===== config.mk =====
export PLATFORM = sky130hd
export DESIGN_NAME = id_ex_stage
export DESIGN_NICKNAME = d
export VERILOG_FILES = /design/src/rtl/riscv_pkg.sv /design/src/rtl/fwd_sel.sv /design/src/rtl/id_ex_stage.sv
export SDC_FILE = /design/constraint.sdc
export NUM_CORES = 1
export LEC_CHECK = 0
export CAP_MARGIN = 20
export CELL_PAD_IN_SITES_DETAIL_PLACEMENT = 0
export CELL_PAD_IN_SITES_GLOBAL_PLACEMENT = 2
export CORE_ASPECT_RATIO = 0.5
export CORE_MARGIN = 2
export CORE_UTILIZATION = 23
export CTS_BUF_LIST = sky130_fd_sc_hd__clkbuf_2
export CTS_CLUSTER_DIAMETER = 200
export CTS_CLUSTER_SIZE = 25
export DETAILED_ROUTE_END_ITERATION = 7
export GPL_TIMING_DRIVEN = 0
export PLACE_DENSITY_LB_ADDON = 0.1
export SYNTH_ARGS = -nofsm -noshare
export SYNTH_HDL_FRONTEND = slang
export SYNTH_SLANG_ARGS = --single-unit

===== constraint.sdc =====
create_clock -name clk -period 2.4 [get_ports clk]
set_input_delay 0.36 -clock clk [delete_from_list [all_inputs] [get_ports clk]]
set_output_delay 0.36 -clock clk [all_outputs]
set_load 0.01 [all_outputs]

===== src/rtl/riscv_pkg.sv =====
// Shared datapath widths, ALU opcode encoding and the ID/EX held-entry layout.
package riscv_pkg;

  localparam int XLEN       = 32;
  localparam int REG_ADDR_W = 5;

  typedef enum logic [2:0] {
    ALU_ADD = 3'b000,
    ALU_SUB = 3'b001,
    ALU_AND = 3'b010,
    ALU_OR  = 3'b011,
    ALU_MUL = 3'b100,
    ALU_SLL = 3'b101,
    ALU_BNE = 3'b110,
    ALU_BEQ = 3'b111
  } alu_op_e;

  typedef struct packed {
    logic [REG_ADDR_W-1:0] rs1;
    logic [REG_ADDR_W-1:0] rs2;
    logic [REG_ADDR_W-1:0] rd;
    logic [XLEN-1:0]       rs1_data;
    logic [XLEN-1:0]       rs2_data;
    logic [XLEN-1:0]       imm;
    logic                  use_imm;
    logic [2:0]            alu_op;
    logic                  reg_write;
    logic                  mem_read;
  } id_ex_entry_t;

endpackage


===== src/rtl/fwd_sel.sv =====
// Per-operand source select and hazard detect.
// ID_EX_FWD_EN defined: bypass from EX/MEM and MEM/WB, stall only on load-use.
module fwd_sel
  import riscv_pkg::*;
(
  input  logic [REG_ADDR_W-1:0] rs,
  input  logic                  used,
  input  logic [XLEN-1:0]       data,
  input  logic                  exMemRegWrite,
  input  logic                  exMemMemRead,
  input  logic [REG_ADDR_W-1:0] exMemRd,
  input  logic [XLEN-1:0]       exMemResult,
  input  logic                  memWbRegWrite,
  input  logic [REG_ADDR_W-1:0] memWbRd,
  input  logic [XLEN-1:0]       memWbResult,
  output logic [XLEN-1:0]       value,
  output logic                  hazard
);

  logic live;
  assign live = used && (rs != '0);

`ifdef ID_EX_FWD_EN
  always_comb begin
    value  = data;
    hazard = 1'b0;
    if (live) begin
      // A load in EX/MEM has no result yet, so it blocks rather than forwards.
      if (exMemMemRead && exMemRd == rs)        hazard = 1'b1;
      else if (exMemRegWrite && exMemRd == rs)  value  = exMemResult;
      else if (memWbRegWrite && memWbRd == rs)  value  = memWbResult;
    end
  end
`else
  logic unused_bypass;
  assign unused_bypass = ^{exMemMemRead, exMemResult, memWbResult};

  always_comb begin
    value  = data;
    hazard = live && ((exMemRegWrite && exMemRd == rs) ||
                      (memWbRegWrite && memWbRd == rs));
  end
`endif

endmodule


===== src/rtl/id_ex_stage.sv =====
// Decode->execute register feeding the ALU, with handshake, forwarding and RAW stall.
// Forwarding is enabled by defining ID_EX_FWD_EN; otherwise every pending write stalls.
module id_ex_stage
  import riscv_pkg::*;
(
  input  logic                  clk,
  input  logic                  rst_n,
  input  logic                  inValid,
  output logic                  inReady,
  input  logic [REG_ADDR_W-1:0] inRs1Addr,
  input  logic [REG_ADDR_W-1:0] inRs2Addr,
  input  logic [REG_ADDR_W-1:0] inRdAddr,
  input  logic [XLEN-1:0]       inRs1Data,
  input  logic [XLEN-1:0]       inRs2Data,
  input  logic [XLEN-1:0]       inImm,
  input  logic                  inUseImm,
  input  logic [2:0]            inAluOp,
  input  logic                  inRegWrite,
  input  logic                  inMemRead,
  input  logic                  flush,
  input  logic                  exMemRegWrite,
  input  logic                  exMemMemRead,
  input  logic [REG_ADDR_W-1:0] exMemRd,
  input  logic [XLEN-1:0]       exMemResult,
  input  logic                  memWbRegWrite,
  input  logic [REG_ADDR_W-1:0] memWbRd,
  input  logic [XLEN-1:0]       memWbResult,
  output logic                  outValid,
  input  logic                  outReady,
  output logic [XLEN-1:0]       operand1,
  output logic [XLEN-1:0]       operand2,
  output logic [2:0]            aluOp,
  output logic [REG_ADDR_W-1:0] outRd,
  output logic                  outRegWrite,
  output logic                  outMemRead
);

  id_ex_entry_t          ent;
  logic                  valid;
  logic                  haz1, haz2, hazard, capture;
  logic [XLEN-1:0]       fwd1, fwd2;

  fwd_sel u_fwd1 (
    .rs(ent.rs1), .used(1'b1), .data(ent.rs1_data),
    .exMemRegWrite, .exMemMemRead, .exMemRd, .exMemResult,
    .memWbRegWrite, .memWbRd, .memWbResult,
    .value(fwd1), .hazard(haz1)
  );

  fwd_sel u_fwd2 (
    .rs(ent.rs2), .used(!ent.use_imm), .data(ent.rs2_data),
    .exMemRegWrite, .exMemMemRead, .exMemRd, .exMemResult,
    .memWbRegWrite, .memWbRd, .memWbResult,
    .value(fwd2), .hazard(haz2)
  );

  assign hazard   = valid && (haz1 || haz2);
  assign outValid = valid && !hazard;
  assign inReady  = !valid || (outReady && outValid);
  assign capture  = inValid && inReady && !flush;

  assign operand1    = fwd1;
  assign operand2    = ent.use_imm ? ent.imm : fwd2;
  assign aluOp       = ent.alu_op;
  assign outRd       = ent.rd;
  assign outRegWrite = ent.reg_write;
  assign outMemRead  = ent.mem_read;

  // Flush outranks capture and retire; fields survive a flush, only valid drops.
  always_ff @(posedge clk) begin
    if (!rst_n) begin
      valid <= 1'b0;
      ent   <= '0;
    end else if (flush) begin
      valid <= 1'b0;
    end else if (capture) begin
      valid <= 1'b1;
      ent   <= '{rs1: inRs1Addr, rs2: inRs2Addr, rd: inRdAddr,
                 rs1_data: inRs1Data, rs2_data: inRs2Data, imm: inImm,
                 use_imm: inUseImm, alu_op: inAluOp,
                 reg_write: inRegWrite, mem_read: inMemRead};
    end else if (outValid && outReady) begin
      valid <= 1'b0;
    end
  end

endmodule


==> run_results.csv, run 1 <==
group,metric,value,unit
pwr,p_int,3472,µW
drt,drt_iter0_markers,137,
drt,wl_per_cell,15.43,µm
pwr,ir_worst_vdd,192.0,µV
timing,fmax,395.0,MHz
floorplanning,dieArea,0.02574,mm²
critical_path,startpoint,"ent[116]$_SDFFE_PN0P_",
synth,synth_nets,827,
timing,tightest_slew,0.6596,ns
drt,wirelength,18.55,mm
global_route,antenna_found_initial,1,
floorplanning,dieHeight,114.5,µm
global_route,grt.overflow.total,0,
timing,drv_slew,0,
synth,syn-cell-area,0.005612,mm²
final_layout,seqCellArea,0.002391,mm²
place,dp.final_hpwl,13.34,mm
pwr,p_leak,0.003982,µW
synth,ys_ff_latch,118,
timing,fin_crit_sh,105.5,%
critical_path,r2r-start,"ent[116]$_SDFFE_PN0P_",
pwr,finalPower,4818,µW
drt,vias_per_cell,4.047,
global_route,grt_pass1_vias,4976,
pwr,p_sw_share,27.93,%
synth,synth_area_per_cell,8.936,µm²
timing,maxSlewHeadroom,56.02,%
floorplanning,core_area,0.02397,mm²
cts,cts.sink_count,118,
pwr,power_density,552.5,mW/mm²
cts,cts_tree,"built",
final_layout,nets,1072,
pwr,power_frac_seq,45.1,%
worst_hold_path,min_from,"inAluOp[0]",
synth,muxShareOfSynthArea,27.29,%
pwr,combPwrFrac,23.8,%
synth,ys_seq_area_share,42.10,%
cts,cts_made_buffers,17,
drt,via_count,4864,
timing,hold_violations,0,
timing,timing.hold.ws,0.1564,ns
timing,fin_skew,0.03560,ns
worst_hold_path,holdCritPathClass,"input port to flop",
critical_path,worstPathMaxFanout,4,
synth,synth.distinct_cells,20,
cts,clk_latency,0.72,ns
timing,fin_ws,-0.1318,ns
timing,fin_tns_setup,-0.1715,ns
global_route,track_usage,14.70,%
status,violations,"negative setup slack",
critical_path,cp_data_arrival_time,2.17,ns
cts,cts_root_buffer,"clkbuf_2",
cts,clockBufferDepth,2,
floorplanning,rows,40,
floorplanning,io_pins,275,
final_layout,multiInputGateArea,0.002833,mm²
place,gp_routability_congestion,0.7067,
synth,synth_top_family_by_area,"multiplexers",
drt,drt_pass1_iterations,4,
final_layout,syn_to_final_growth,55.38,%
synth,ys_warn_count,0,
cts,path_clk_slew,0.21,ns
synth,synthXorXnorAreaFrac,3.122,%
synth,synth_adder_area_share,0,%
pwr,power.switching,1345,µW
floorplanning,die_x,224.9,µm
final_layout,fin_util,36.37,%
drt,drc,0,
drt,postRouteAntennaNets,0,
synth,syn_inst,628,
cts,hold_buffers,0,
run,maxCapViolations,0,
cts,ctsHtreeMaxLevel,4,
floorplanning,start_util,23.41,%
synth,synth-compound-area-share,1.003,%
critical_path,setup.worst_path.start_class,"flop",
critical_path,path_class,"flop to output pin",
timing,rsz0062_at_grt,"true",
global_route,grt_max_degree,17,
timing,min_period,2.532,ns
final_layout,final_layout_size_suffix_gt1_share,21.56,%
global_route,grt_first_pass_wirelength,28.11,mm
final_layout,fill_cells,2537,
pwr,clkPwrFrac,31.1,%
status,run_status,"finished, violations left",
place,io_buffers,208,
critical_path,end_kind,"output pin",
synth,synthSimpleGateAreaFrac,16.99,%
critical_path,worstPathRequired,2.04,ns
timing,final-setup-viol-count,2,
-- power groups by stage --
stage	clock, µW	sequential (µW)	combinational, µW
floorplan	0	2190	552
CTS	1590	2180	1150
detailed placement	0	2210	1090
global placement	0	2210	1090
global route	1670	2200	1240
finish	1500	2170	1150
-- cell usage after synthesis --
| cell | instances | area [µm²] |
|---|---|---|
| a21boi_0 | 1 | 7.510 |
| clkbuf_1 | 30 | 112.6 |
| a22oi_2 | 1 | 12.51 |
| nand4_1 | 4 | 25.02 |
| mux2_2 | 32 | 360.4 |
| nand2_1 | 239 | 897.1 |
| nor3b_1 | 1 | 7.510 |
| inv_1 | 2 | 7.510 |
| a21oi_1 | 1 | 5.000 |
| o211a_1 | 1 | 10.01 |
| nor2_1 | 2 | 7.510 |
| nor3_1 | 2 | 10.01 |
| a41oi_1 | 1 | 8.760 |
| mux2i_1 | 117 | 1171 |
| buf_6 | 4 | 45.04 |
| dfxtp_1 | 118 | 2362 |
| o22ai_1 | 2 | 12.51 |
| buf_4 | 49 | 367.9 |
| and2_1 | 1 | 6.260 |
| xnor2_1 | 20 | 175.2 |
-- worst paths after layout --
check | end | slack [ns] | cells after the start
worst max register to register | ent[74]$_SDFFE_PN0P_ | 0.21 | 10
worst min register to register | ent[33]$_SDFFE_PN0P_ | 0.47 | 2
worst max-delay path | inReady | -0.13 | 8
worst min-delay path | aluOp[0]$_SDFFE_PN0P_ | 0.16 | 3
-- per-stage QoR --
stage,cell area (µm²),instances,setup WS (ns)
final,8720,1202,-0.1318
after global routing,8720,1202,-0.3917
after CTS,8656,1201,-0.2378
after detailed placement,8088,1151,-0.3406
after global placement,8088,1151,-0.3288
after floorplan,5612,628,0.5878
-- registers in the layout, indices dropped and copies added, names as in the netlist --
signal,flops
ent,107
valid,1
outRegWrite,1
outMemRead,1
aluOp,3
outRd,5
-- logic make-up (layout without fill, tap and decap cells) --
family	count (synthesis)	after routing
other	0	1
DFF	118	118
buffers and inverters	85	343
xor gates and xnor gates	20	20
AOI/OAI and AO/OA	7	7
muxes	149	149
and+or+nand+nor	249	249
-- area by class of cell --
cell class | count | share of cell area, %
clock inverter | 11 | 1.794
sequential | 118 | 27.42
buffer | 81 | 6.428
inverter | 2 | 0.08610
antenna | 1 | 0.02870
tap | 315 | 4.520
timing repair buffer | 228 | 26.03
multi-input combinational | 425 | 32.49
clock buffer | 21 | 1.205
-- worst max-delay path, cell delays in order, from the launching register on --
cell,delay [ns]
dfxtp_2,0.39
xnor2_1,0.18
nand4_1,0.14
o22ai_2,0.20
a22oi_2,0.09
buf_4,0.15
a21boi_2,0.14
inv_1,0.07
buf_6,0.12
-- per-layer routing --
layer / part of all wire, % / global-route usage [%] / vias up
met1: 48 / 19.08 / 2279
met3: 3.6 / 3.977 / 11
met5: 0 / 0 / -
met4: 0.95 / 3.841 / 0
met2: 47 / 24.22 / 75
li1: - / - / 2499
-- cells in the final DEF, fill, tap and decap left out --
master,n
nand2_1,239
clkdlybuf4s50_1,174
mux2i_1,117
dfxtp_1,107
buf_4,59
buf_6,30
clkbuf_1,26
clkbuf_2,21
mux2_2,16
mux2_4,16
xnor2_1,15
buf_2,13
dfxtp_4,6
xnor2_2,5
dfxtp_2,5
clkbuf_16,4
nand4_1,4
bufinv_16,4
clkinv_2,4
nor2_1,2
nor3_1,2
o22ai_2,2
inv_1,2
clkinv_1,2
diode_2,1
a21oi_1,1
a22oi_2,1
a21boi_2,1
and2_4,1
nor3b_1,1
a41oi_1,1
o211a_1,1
clkinv_4,1
clkdlybuf4s15_1,1
buf_12,1
buf_8,1
-- timing repair --
item | 4_1_cts | 5_1_grt
setup buffers | 17 | 3
pin swaps | 15 | 2
gates cloned | 2 | 0
resized for setup | 204 | 22
setup endpoints to repair | 34 | 37
Note: power is estimated with default switching activity, not from simulation.
==> run 2, diff against run 1 <==
SKIP_LAST_GASP = 1   (was not set)
SYNTH_HIERARCHICAL = 1   (was not set)
==> run_results.csv, run 2 <==
group,metric,value,unit
final_layout,final_common_cell,"clkdlybuf4s50_1",
drt,vias_per_cell,4.084,
drt,wl_per_cell,16.05,µm
critical_path,crit_slowest_cell,"or4_4",
synth,syn-cell-area,0.004785,mm²
synth,synthArstFlopShare,0,%
synth,synth_area_per_cell,11.56,µm²
critical_path,worstPathRequired,3.02,ns
synth,synth_edf_count,0,
final_layout,multiInputGateArea,0.001797,mm²
synth,synth_nets,613,
pwr,ir_worst_vdd,222.0,µV
cts,cts.sink_count,118,
timing,final-setup-viol-count,119,
global_route,track_usage,13.64,%
final_layout,final_cell_mix,"clkdlybuf4s50_1 (175), a22o_1 (118), dfxtp_1 (113)",
floorplanning,start_util,23.38,%
run,maxCapViolations,0,
timing,rsz0062_at_grt,"true",
timing,timing.hold.ws,0.2081,ns
timing,fin_crit_sh,117.1,%
timing,fin_skew,0.02536,ns
pwr,p_leak,0.003684,µW
critical_path,setup.worst_path.start_class,"flop",
drt,wl_met1,7.547,mm
cts,path_clk_slew,0.19,ns
final_layout,nets,886,
drt,via_count,3978,
final_layout,seqCellArea,0.002374,mm²
cts,cts_tree,"built",
timing,fin_ws,-0.4093,ns
critical_path,crit_buf_inv,6,
cts,hold_buffers,0,
cts,clk_latency,0.72,ns
final_layout,top_register,"ent",
drt,wirelength,15.63,mm
critical_path,r2r-start,"ent[116]$_SDFFE_PN0P_",
final_layout,final_layout_size_suffix_gt1_share,35.57,%
synth,yosys.area.top_type_share,49.37,%
critical_path,end_kind,"flop",
timing,drv_slew,0,
timing,fin_tns_setup,-38.26,ns
drt,drt_pass1_iterations,4,
timing,tightest_slew,0.5030,ns
place,gp_routability_congestion,0.7247,
critical_path,path_class,"flop to flop",
final_layout,largest_register_ffs,107,
timing,min_period,2.809,ns
global_route,grt_first_pass_wirelength,22.72,mm
floorplanning,dieArea,0.02204,mm²
critical_path,path_cells,"or4_4, o21ai_2, a21oi_2, or3b_4, buf_6, buf_6, a22o_1, buf_6, buf_8, buf_12, clkbuf_16, a22o_1",
cts,clockBufferDepth,2,
drt,highest_layer,"met4",
critical_path,cp_data_arrival_time,3.43,ns
synth,netlist.top_cell.by_area,"dfxtp_1",
drt,drc,0,
timing,hold_violations,0,
synth,synth_common_cells,"a22o_1 (118), dfxtp_1 (118), buf_4 (72)",
critical_path,startpoint,"ent[116]$_SDFFE_PN0P_",
cts,ctsHtreeMaxLevel,4,
floorplanning,dieHeight,106.0,µm
place,dp.final_hpwl,10.65,mm
floorplanning,die_x,208.0,µm
synth,ys_ff_latch,118,
worst_hold_path,min_from,"inImm[20]",
global_route,grt_pass1_vias,4030,
status,violations,"negative setup slack",
critical_path,worstPathMaxFanout,5,
critical_path,cp_top_family,"simple AND/OR/NAND/NOR gates",
synth,synthFlopType,"dfxtp_1",
synth,ys_warn_count,6,
drt,drt_iter0_markers,102,
timing,maxSlewHeadroom,66.47,%
floorplanning,rows,37,
critical_path,cp_common_cell,"buf_6",
floorplanning,io_pins,275,
global_route,grt_max_degree,17,
pwr,power_density,524.3,mW/mm²
final_layout,finalInstanceArea,0.008312,mm²
synth,syn_inst,414,
global_route,antenna_found_initial,1,
synth,yosys-top-cells-area,"dfxtp_1 (49%), a22o_1 (22%), buf_4 (11%)",
synth,ys_seq_area_share,49.37,%
synth,synth.distinct_cells,25,
drt,wl_met2,7.197,mm
critical_path,critPathMaxStageDelay,0.51,ns
worst_hold_path,holdCritPathClass,"input port to flop",
drt,postRouteAntennaNets,0,
cts,cts_root_buffer,"clkbuf_2",
global_route,grt.overflow.total,0,
status,run_status,"finished, violations left",
final_layout,syn_to_final_growth,73.72,%
drt,wl_met3,647,µm
place,io_buffers,209,
timing,fmax,356.0,MHz
cts,cts_made_buffers,17,
floorplanning,core_area,0.02046,mm²
final_layout,fin_util,40.62,%
place,dpl_cell_area,0.007218,mm²
final_layout,fill_cells,2035,
run 2: power by group:
group          total (µW)  internal (µW)  switching, µW
Clock                1250            453            799
Sequential           2130           2060           63.7
Combinational         979            669            310
run 2: layer usage:
| metal | global-route usage, % | up-vias |
|---|---|---|
| li1 | - | 2015 |
| met1 | 17.89 | 1861 |
| met2 | 21.03 | 87 |
| met3 | 4.284 | 15 |
| met4 | 5.117 | 0 |
| met5 | 0 | - |
run 2: metrics by stage:
step           instances  total power, µW  setup slack, ns
2_1_floorplan        414             2503        0.0003046
3_3_place_gp         896             2949           -1.005
3_5_place_dp         896             2948           -1.012
4_1_cts              958             4334          -0.5218
5_1_grt              974             4602          -0.5526
6_report             974             4358          -0.4093
run 2: kinds of logic after synthesis:
logic type | Yosys count | share of synthesized area (%)
other | 1 | 0.07838
xor gates and xnor gates | 20 | 3.661
AOI/OAI and AO/OA | 124 | 22.31
buffers and inverters | 102 | 14.49
and+or+nand+nor | 17 | 2.563
DFF | 118 | 49.37
muxes | 32 | 7.531
run 2: timing repair:
action                                  CTS  global route
endpoints found under the setup margin  151           135
gates resized for setup                 184            83
buffers inserted                         28            15
cloned                                    3            11
pin swaps                                 5           119
run 2: worst register-to-register path: stages (launching register included):
cell       delay (ns)
dfxtp_4          0.39
or4_4            0.51
o21ai_2          0.14
a21oi_2          0.06
or3b_4           0.42
buf_6            0.13
buf_6            0.10
a22o_1           0.21
buf_6            0.15
buf_8            0.13
buf_12           0.13
clkbuf_16        0.15
a22o_1           0.20
run 2: area by class of cell:
class	count	share of cell area, %
repair buffers	263	33.73
flip-flops and latches	118	28.56
multi-input cells	194	21.62
plain buffers	92	9.423
well taps	273	4.110
clock inverters	14	1.400
clock buffers	18	1.084
inverters	1	0.04516
diodes	1	0.03011
run 2: path summary, 6_finish.rpt:
path	to	cells after the start	slack [ns]
worst max-delay path	ent[31]$_SDFFE_PN0P_	12	-0.41
worst min-delay path	ent[26]$_SDFFE_PN0P_	2	0.21
worst max register to register	ent[31]$_SDFFE_PN0P_	12	-0.41
worst min register to register	ent[36]$_SDFFE_PN0P_	1	0.51
==> run 3, diff against run 2 <==
CORE_UTILIZATION = 38   (was 23)
DONT_BUFFER_PORTS = 1   (was not set)
==> run_results.csv, run 3 (synthesized netlist as in run 2, its figures left out) <==
group,metric,value,unit
status,run_status,"finished, violations left",
status,violations,"negative setup slack",
critical_path,worstPathRequired,2.04,ns
timing,fin_ws,-0.2007,ns
drt,postRouteAntennaNets,0,
place,io_buffers,0,
drt,wl_met3,1.012,mm
pwr,ir_worst_vdd,252.0,µV
timing,drv_slew,0,
final_layout,fin_util,58.92,%
timing,fmax,384.5,MHz
drt,highest_layer,"met4",
final_layout,final_layout_size_suffix_gt1_share,35.51,%
place,dp.final_hpwl,8.375,mm
cts,ctsHtreeMaxLevel,4,
cts,clockBufferDepth,2,
timing,fin_skew,0.03402,ns
final_layout,syn_to_final_growth,48.40,%
timing,timing.hold.ws,0.2538,ns
floorplanning,dieArea,0.01356,mm²
place,gp_routability_congestion,0.7597,
pwr,power_density,582.7,mW/mm²
cts,cts_made_buffers,17,
critical_path,path_class,"flop to output pin",
drt,via_count,3777,
timing,fin_crit_sh,108.4,%
final_layout,final_common_cell,"dlygate4sd3_1",
global_route,track_usage,19.38,%
cts,cts_tree,"built",
timing,rsz0062_at_grt,"true",
timing,final-setup-viol-count,114,
critical_path,setup.worst_path.start_class,"flop",
drt,wl_met2,6.364,mm
timing,min_period,2.601,ns
global_route,grt_max_degree,17,
cts,cts_root_buffer,"clkbuf_2",
drt,drc,0,
floorplanning,rows,28,
critical_path,worstPathMaxFanout,4,
floorplanning,start_util,39.70,%
timing,fin_tns_setup,-12.53,ns
floorplanning,io_pins,275,
drt,vias_per_cell,4.957,
floorplanning,dieHeight,83.35,µm
cts,cts.sink_count,118,
worst_hold_path,holdCritPathClass,"input port to flop",
cts,path_clk_slew,0.20,ns
final_layout,top_register,"ent",
final_layout,nets,783,
drt,wl_per_cell,17.42,µm
global_route,grt_first_pass_wirelength,20.87,mm
global_route,antenna_found_initial,0,
drt,wirelength,13.28,mm
floorplanning,die_x,162.7,µm
drt,drt_iter0_markers,130,
run,maxCapViolations,0,
pwr,p_leak,0.003136,µW
cts,clk_latency,0.63,ns
global_route,grt.overflow.total,0,
floorplanning,core_area,0.01205,mm²
final_layout,largest_register_ffs,107,
critical_path,end_kind,"output pin",
drt,wl_met1,5.780,mm
final_layout,final_cell_mix,"dlygate4sd3_1 (120), a22o_1 (118), dfxtp_1 (113)",
drt,drt_pass1_iterations,4,
critical_path,cp_data_arrival_time,2.24,ns
global_route,grt_pass1_vias,4109,
final_layout,diodes,0,
timing,hold_violations,0,
==> run 3: layout make-up <==
type,instances,area (µm²)
Buffer,99,910.9
Clock buffer,19,95.09
Clock inverter,13,132.6
Fill cell,981,4951
Inverter,1,3.754
Multi-Input combinational cell,194,1775
Sequential cell,118,2379
Tap cell,165,206.4
Timing Repair Buffer,153,1598
==> run 3: worst paths after layout <==
kind	start	cells past startpoint	slack, ns	to
worst min register to register	ent[19]$_SDFFE_PN0P_	1	0.50	ent[19]$_SDFFE_PN0P_
worst max register to register	ent[108]$_SDFFE_PN0P_	9	-0.16	ent[90]$_SDFFE_PN0P_
worst max-delay path	ent[108]$_SDFFE_PN0P_	5	-0.20	inReady
worst min-delay path	inValid	4	0.25	ent[96]$_SDFFE_PN0P_
==> run 3: what timing repair did <==
item	in CTS	in global routing
cloned	13	0
endpoints found under the hold margin	118	0
hold buffers	120	0
resized for setup	71	41
setup buffers	17	8
pin swaps	99	38
setup endpoints to repair	147	119
==> run 3: metrics by stage <==
stage | cell area (µm²) | setup WS, ns | power, µW | cells
6_report | 7101 | -0.2007 | 4138 | 762
5_1_grt | 7101 | -0.3355 | 4333 | 762
4_1_cts | 7056 | -0.2996 | 4174 | 760
3_5_place_dp | 4991 | -0.7068 | 2585 | 579
3_3_place_gp | 4991 | -0.6520 | 2573 | 579
2_1_floorplan | 4785 | 0.0003046 | 2503 | 414
==> run 3: power breakdown <==
part	internal (µW)	switching, µW	leakage (µW)
clock	479	777	0.000138
sequential	2060	66.5	0.000968
combinational	480	274	0.00203
==> run 3: worst max-delay path, stage by stage, from the launching register on <==
cell     delay (ns)
dfxtp_4        0.39
or4_4          0.52
o21ai_2        0.13
a21oi_2        0.05
or3b_4         0.43
nand2_4        0.09
==> run 3: per-layer routing <==
metal	global-route usage (%)	up-vias
met5	0	-
met4	6.034	0
met3	6.494	13
met2	32.74	128
met1	23.34	1832
li1	-	1804
